[config.mk]
export PLATFORM = sky130hd
export DESIGN_NAME = sync_fifo_reader
export DESIGN_NICKNAME = d
export VERILOG_FILES = /design/src/rtl/fifo_rdr_pkg.sv /design/src/rtl/fifo_rdr_skid.sv /design/src/rtl/sync_fifo_reader.sv
export SDC_FILE = /design/constraint.sdc
export NUM_CORES = 1
export LEC_CHECK = 0
export BUFFER_PORTS_ARGS = -buffer_cell sky130_fd_sc_hd__buf_4
export CAP_MARGIN = 15
export CORE_MARGIN = 2
export CORE_UTILIZATION = 35
export CTS_CLUSTER_SIZE = 10
export DETAILED_ROUTE_END_ITERATION = 12
export PLACE_DENSITY_LB_ADDON = 0.3
export SLEW_MARGIN = 30
export SYNTH_ARGS = -nofsm -noshare
export SYNTH_HDL_FRONTEND = slang
export SYNTH_SLANG_ARGS = --single-unit
[constraint.sdc]
create_clock -name clk -period 3.9 [get_ports clk]
set_input_delay 0.195 -clock clk [delete_from_list [all_inputs] [get_ports clk]]
set_output_delay 0.195 -clock clk [all_outputs]
set_load 0.02 [all_outputs]
[src/rtl/fifo_rdr_pkg.sv]
// Shared encodings, sizes and credit helper for sync_fifo_reader and its skid buffer.
package fifo_rdr_pkg;

  typedef enum logic [0:0] {
    ST_IDLE  = 1'b0,
    ST_DRAIN = 1'b1
  } rdr_state_e;

  localparam int unsigned SKID_DEPTH = 2;
  localparam int unsigned OCC_W      = 2;

  // A new read is allowed only if, after this cycle's pop, the buffered plus
  // in-flight words leave room for the word being requested.
  function automatic logic credit_ok(input logic [OCC_W-1:0] occ,
                                     input logic             inflight,
                                     input logic             pop);
    logic [OCC_W:0] committed;
    logic [OCC_W:0] limit;
    committed = {1'b0, occ} + {{OCC_W{1'b0}}, inflight};
    limit     = {{OCC_W{1'b0}}, pop} + (OCC_W+1)'(SKID_DEPTH - 1);
    return committed <= limit;
  endfunction

endpackage

[src/rtl/fifo_rdr_skid.sv]
// Two-entry in-order skid buffer: head is always the oldest word.
module fifo_rdr_skid
  import fifo_rdr_pkg::*;
#(
  parameter int unsigned DATA_W = 8
) (
  input  logic              clk,
  input  logic              rst,
  input  logic              wr,
  input  logic [DATA_W-1:0] wdata,
  input  logic              rd,
  output logic [DATA_W-1:0] rdata,
  output logic [OCC_W-1:0]  occ
);

  logic [DATA_W-1:0] head_q, head_d;
  logic [DATA_W-1:0] tail_q, tail_d;
  logic [OCC_W-1:0]  occ_q, occ_d;

  // Next-state: pop shifts tail into head, write appends at first free slot.
  always_comb begin
    head_d = head_q;
    tail_d = tail_q;
    occ_d  = occ_q;
    case ({wr, rd})
      2'b10: begin
        if (occ_q == '0) head_d = wdata;
        else             tail_d = wdata;
        occ_d = occ_q + 1'b1;
      end
      2'b01: begin
        head_d = tail_q;
        occ_d  = occ_q - 1'b1;
      end
      2'b11: begin
        // Simultaneous pop and write keeps occupancy; order is preserved.
        if (occ_q == OCC_W'(1)) begin
          head_d = wdata;
        end else begin
          head_d = tail_q;
          tail_d = wdata;
        end
      end
      default: ;
    endcase
  end

  // Buffer storage and occupancy registers.
  always_ff @(posedge clk or posedge rst) begin
    if (rst) begin
      head_q <= '0;
      tail_q <= '0;
      occ_q  <= '0;
    end else begin
      head_q <= head_d;
      tail_q <= tail_d;
      occ_q  <= occ_d;
    end
  end

  assign rdata = head_q;
  assign occ   = occ_q;

endmodule

[src/rtl/sync_fifo_reader.sv]
// Read-side controller for sync_fifo: pops words and presents them on a valid/ready stream.
// Optional burst mode selected by defining FIFO_RDR_BURST_EN.
module sync_fifo_reader
  import fifo_rdr_pkg::*;
#(
  parameter int unsigned DATA_W    = 8,
  parameter int unsigned CNT_W     = 4,
  parameter int unsigned BURST_LEN = 4
) (
  input  logic              clk,
  input  logic              rst,
  input  logic              fifo_empty,
  input  logic [DATA_W-1:0] fifo_data,
  input  logic [CNT_W-1:0]  fifo_cnt,
  output logic              fifo_rd,
  output logic [DATA_W-1:0] out_data,
  output logic              out_valid,
  input  logic              out_ready,
  output logic              busy
);

  rdr_state_e       state_q, state_d;
  logic             inflight_q;
  logic [OCC_W-1:0] occ;
  logic             pop;
  logic             go_drain;
  logic             rd_allowed;
  logic             stop_drain;

  assign out_valid = (occ != '0);
  assign pop       = out_valid && out_ready;

`ifdef FIFO_RDR_BURST_EN
  localparam int unsigned BCNT_W = $clog2(BURST_LEN + 1);

  logic [BCNT_W-1:0] burst_cnt_q, burst_cnt_d;

  assign go_drain   = !fifo_empty && (fifo_cnt >= CNT_W'(BURST_LEN));
  assign rd_allowed = burst_cnt_q < BCNT_W'(BURST_LEN);
  assign stop_drain = fifo_rd && (burst_cnt_q == BCNT_W'(BURST_LEN - 1));

  // Burst counter: cleared while idle, counts issued reads while draining.
  always_comb begin
    burst_cnt_d = burst_cnt_q;
    if (state_q == ST_IDLE) burst_cnt_d = '0;
    else if (fifo_rd)       burst_cnt_d = burst_cnt_q + 1'b1;
  end

  // Burst counter register.
  always_ff @(posedge clk or posedge rst) begin
    if (rst) burst_cnt_q <= '0;
    else     burst_cnt_q <= burst_cnt_d;
  end
`else
  logic unused_cfg;

  assign go_drain   = !fifo_empty;
  assign rd_allowed = 1'b1;
  assign stop_drain = fifo_empty && !fifo_rd;
  assign unused_cfg = ^fifo_cnt ^ (BURST_LEN == 0);
`endif

  // Read strobe; depends combinationally on out_ready to sustain one word per cycle.
  assign fifo_rd = (state_q == ST_DRAIN) && !fifo_empty && rd_allowed &&
                   credit_ok(occ, inflight_q, pop);

  // FSM next-state.
  always_comb begin
    state_d = state_q;
    unique case (state_q)
      ST_IDLE:  if (go_drain)   state_d = ST_DRAIN;
      ST_DRAIN: if (stop_drain) state_d = ST_IDLE;
      default:  state_d = ST_IDLE;
    endcase
  end

  // FSM state and in-flight read tracking.
  always_ff @(posedge clk or posedge rst) begin
    if (rst) begin
      state_q    <= ST_IDLE;
      inflight_q <= 1'b0;
    end else begin
      state_q    <= state_d;
      inflight_q <= fifo_rd;
    end
  end

  fifo_rdr_skid #(
    .DATA_W (DATA_W)
  ) u_skid (
    .clk   (clk),
    .rst   (rst),
    .wr    (inflight_q),
    .wdata (fifo_data),
    .rd    (pop),
    .rdata (out_data),
    .occ   (occ)
  );

  assign busy = (state_q == ST_DRAIN) || out_valid || inflight_q;

endmodule
Yosys cells after proc, flatten, opt, wreduce, memory -nomap -nowiden
Index checks and enable logic that the tools add are counted.
{ "op_classes": {"addsub": 4, "mul": 0, "n_div": 0, "n_lt_le_gt_ge": 1, "eq_ne": 7, "shift": 0, "muxes": 10, "bitwise_logic": 1, "n_reduce_logical": 15} }
{ "op_table": {"columns": ["operator", "count"], "rows": [
  ["$mux W8", 4],
  ["$pmux W8 S3", 1],
  ["$pmux W8 S2", 1],
  ["$reduce_bool A2 Y1", 3],
  ["$eq A2 B1 Y1 const B", 2],
  ["$eq A2 B2 Y1 const B", 2],
  ["$logic_and A1 B1 Y1", 4],
  ["$ne A2 B2 Y1 const B", 2],
  ["$pmux W2 S2", 1],
  ["$add A2 B1 Y3", 1],
  ["$le A3 B2 Y1", 1],
  ["$reduce_and A3 Y1", 1],
  ["$reduce_bool A3 Y1", 1],
  ["$add A1 B1 Y2 const B", 1],
  ["$add A2 B1 Y2 const B", 1],
  ["$logic_not A1 Y1", 2],
  ["$logic_not A2 Y1", 1],
  ["$logic_or A1 B1 Y1", 2],
  ["$mux W1", 2],
  ["$ne A2 B1 Y1 const B", 1],
  ["$pmux W1 S2", 1],
  ["$reduce_and A2 Y1", 1],
  ["$sub A2 B1 Y2 const B", 1],
  ["$not A1 Y1", 1]
]} }
{ "word_totals": {"ff_bits": 20, "latch_bits": 0, "ram_bits": 0, "mem_bits_ro": 0, "output_inout_bits": 11, "word_cells": 43, "memories": 0} }

Depth between registers and ports, before layout
{ "logic_depth": {"depth_word": 9, "mapped_depth": 7} }

Cells and area by module
Synthesis repeated with hierarchy kept, for this count alone.
{ "unflattened": {"cells_unflattened": 104, "hier_area_um2": 1136.1} }
{ "by_module_without_submodules": {"columns": ["module", "n_inst", "cells_each", "area_per_inst_um2", "seq_area_each_um2"], "rows": [
  ["fifo_rdr_skid", 1, 87, 954.7, 450.4],
  ["sync_fifo_reader", 1, 17, 181.4, 50.0]
]} }

Worst setup path before layout
Ideal clock, no wire load.
{ "synth_path": {"kind": "register to output", "from": "register u_skid.occ_q[0] (netlist: u_skid.occ[0])", "to": "output fifo_rd", "arrival_time_ns": 1.649, "slack_ns": 2.056, "path_stages_with_launch": 8, "path_buffers": 0, "path_cell_list": "dfrtp_1 > inv_1 > ha_1 > nand2b_1 > ha_1 > nor2b_1 > o32ai_1 > o211a_1"} }
{ "synth_via": {"elab_chain_len": 5} }
{ "synth_lines": {"columns": ["item", "line_no", "text"], "rows": [
  ["from (decl)", "fifo_rdr_skid.sv:18", "logic [OCC_W-1:0] occ_q, occ_d;"],
  ["from (signal assigned)", "fifo_rdr_skid.sv:53", "occ_q <= '0;"],
  ["from (signal assigned)", "fifo_rdr_skid.sv:57", "occ_q <= occ_d;"],
  ["$reduce_bool A2 Y1", "sync_fifo_reader.sv:30", "assign out_valid = (occ != '0);"],
  ["$logic_and A1 B1 Y1", "sync_fifo_reader.sv:31", "assign pop = out_valid && out_ready;"],
  ["$add A1 B1 Y2", "fifo_rdr_pkg.sv:20", "limit = {{OCC_W{1'b0}}, pop} + (OCC_W+1)'(SKID_DEPTH - 1);"],
  ["$le A3 B2 Y1 *", "fifo_rdr_pkg.sv:21", "return committed <= limit;"],
  ["$logic_and A1 B1 Y1 *", "sync_fifo_reader.sv:64", "assign fifo_rd = (state_q == ST_DRAIN) && !fifo_empty && rd_allowed &&"],
  ["to (decl)", "sync_fifo_reader.sv:15", "output logic fifo_rd,"]
]} }
Mark *: on every way between the ends. The rest lies on a longest branch, timed or not.

Worst setup path in the final report
{ "layout_path": {"from": "register u_skid.occ_q[1] (netlist: u_skid.occ[1])", "to": "output fifo_rd"} }
The elaborated chain is that of the path after synthesis.

==> out/results.txt <==
initial antenna violation count = 0
Max-cap violations = 0
Post-Syn Nets = 126
largest net degree at the start of global routing = 21
Synth Register Bits = 20
Skew-Pair Late Insertion Delay = 310 ps
Worst setup EP type = output pin
vias in the first global route = 827
vias per cell = 5.172
area delta synth->final = 21.53%
Post-Synthesis Cells = 104
Worst setup SP type = register
CTS Hold Bufs = 0
H-tree Lvls = 1
Total GRT Usage = 0.1366
cts repair resizes = 0
# clock sinks = 20
FILL cells = 295
Fin Clk Skew = 6.574 ps
CP max FO = 4
slowest stage delay, CP = 430 ps
final setup vio count = 0
Min Clock Period, post-route = 2385 ps
# Post-CTS Setup Buffers = 0
Final TNS setup = 0 ps
via count = 812
CP max-delay cell = dfrtp_1
post-synthesis sequential area ratio = 0.4706
hold crit path type = input pin to async pin
CP most frequent cell = ha_1
area leader, netlist = dfrtp_1
worst hold slack = 11.40 ps
Clk pin slew, worst setup/hold paths = 120 ps
Hold Vio Cnt, Final = 0
DR WL/cell = 13.31 µm
die height = 59.13 µm
GR Overflow Total = 0
Final Util = 0.4340
Clock Tree Buf Depth = 2
Nets = 147
status = finished, final reports clean
clk root buf = clkbuf_4
port bufs = 22
Rel. slew slack = 0.4875
Chip Width = 59.13 µm
I/O pins = 27
Routed Antenna Nets = 0
post-DP HPWL = 1.492 mm
Placeable Area = 2978 µm²
die area = 3496 µm²
CP Class = register to output pin
Slew Viols, Final = 0
crit share post-route = 0.6116
Initial Util = 0.3571
RSZ-0062 raised after global routing = false
Detailed Route WL = 2.090 mm
CP required = 3700 ps
Unique masters post-synth = 28
Pwr Total = 1.108 mW
ant diodes = 0
top cells by area, synth = dfrtp_1 47%, mux2_2 8.5%, ha_1 7.1%
DR pass1 iterations = 4
CTS tree = done
cts bufs inserted = 3
Fmax = 0.4193 GHz
worst vdd ir = 244.0 µV
gp weighted congestion = 0.7372
Static Leak = 0.5926 nW
global-route wire length before repair = 3.608 mm
Power per Cell Area = 857.4 nW/µm²
worst-margin pin slew = 767.9 ps
Synth Area per Inst = 10.23 µm²
WP data arrival = 2190 ps
Post-Syn Area = 1064 µm²
row count = 20
Critical Path, Cell by Cell = inv_1 -> ha_1 -> nand2b_1 -> ha_1 -> nor2b_1 -> o32ai_1 -> o211a_1 -> buf_4
Synth top area share = 0.4706
share of layout cells above drive strength 1 = 0.2903
# DRC = 0
Starting DRT DRC Count = 19
Yosys warning count = 0
## cell families (layout without fill, tap and decap cells)
| group | after synthesis | count (layout) | share of synthesized area |
|---|---|---|---|
| AND/OR/NAND/NOR | 29 | 29 | 0.1329 |
| buffers and inverters | 14 | 34 | 0.05647 |
| adder cells (fa/ha/maj) | 6 | 6 | 0.07059 |
| multiplexers | 11 | 11 | 0.1141 |
| flip-flops | 20 | 20 | 0.4706 |
| AO/OA/AOI/OAI | 23 | 23 | 0.1471 |
| XOR/XNOR | 1 | 1 | 0.008237 |
## cells in the mapped netlist
cell	instances
nand2b_1	2
nand3_1	9
nand3b_1	1
xnor2_1	1
a31oi_1	8
nor2_1	11
nor2b_1	2
o32ai_1	1
o21ai_0	8
inv_2	1
or3_1	2
dfrtp_1	20
o211ai_1	1
a21o_1	1
mux2_1	1
buf_2	3
inv_1	7
clkbuf_1	2
buf_4	1
mux2_2	8
a211oi_4	1
o211a_1	1
a21oi_1	1
o31ai_1	1
ha_1	6
and2_1	1
nand2_1	1
mux2i_1	2
## report_power, final
group	internal, mW	switching [mW]
registers	0.308	0.0646
logic	0.261	0.300
clock network	0.104	0.0704
total	0.673	0.435
## metal layers
| metal | global-route usage | routed length, µm |
|---|---|---|
| met2 | 0.2238 | 970 |
| met4 | 0.06818 | 39 |
| met3 | 0.01965 | 73 |
| met1 | 0.1759 | 1007 |
| met5 | 0 | 0 |
## sequential cells by signal (all words and copies together), names as in the netlist
name / flops
inflight_q: 1
u_skid.rdata: 8
u_skid.occ: 2
state_q: 1
u_skid.tail_q: 8
## through the flow
stage	setup slack [ps]	instances	area [µm²]
5_1_grt	1312	157	1292
4_1_cts	1493	157	1292
2_1_floorplan	2056	104	1064
3_5_place_dp	1861	153	1240
6_report	1515	157	1292
3_3_place_gp	1884	153	1240
## worst max-delay path: cells and delay by family, from the launching register on
kind                     cells  cell delay (ps)
adder cells (fa/ha/maj)      2              560
AND/OR/NAND/NOR              2              320
buffers and inverters        2              270
AO/OA/AOI/OAI                2              310
flip-flops                   1              430
## cell type report
class	instances	area, µm²	share of cell area
multi-input cells	70	503.0	0.3892
flip-flops and latches	20	500.5	0.3872
repair buffers	22	165.2	0.1278
well taps	33	41.29	0.03195
clock inverters	1	30.03	0.02323
inverters	8	30.03	0.02323
clock buffers	3	22.52	0.01742
## layout by cell type (no fill, tap or decap), drive strengths merged, types with 2 or more instances in the layout
cell	n
nor2	11
or3	2
mux2i	2
nand3	9
nand2b	2
buf	22
a31oi	8
dfrtp	20
ha	6
clkbuf	3
inv	8
o21ai	8
mux2	9
nor2b	2
## path summary, 6_finish.rpt
kind                            slack, ps             start  cells past startpoint               end
worst max-delay path                 1510     u_skid.occ[1]                      8           fifo_rd
worst min-delay path                   10               rst                      2   u_skid.rdata[2]
worst max register to register       2010     u_skid.occ[1]                      5     u_skid.occ[0]
worst min register to register        520  u_skid.tail_q[2]                      1  u_skid.tail_q[2]
max in group asynchronous            3410               rst                      2   u_skid.rdata[4]
min in group clk                       20        fifo_empty                      2           state_q
No activity file was read; power rests on OpenSTA's default activity.
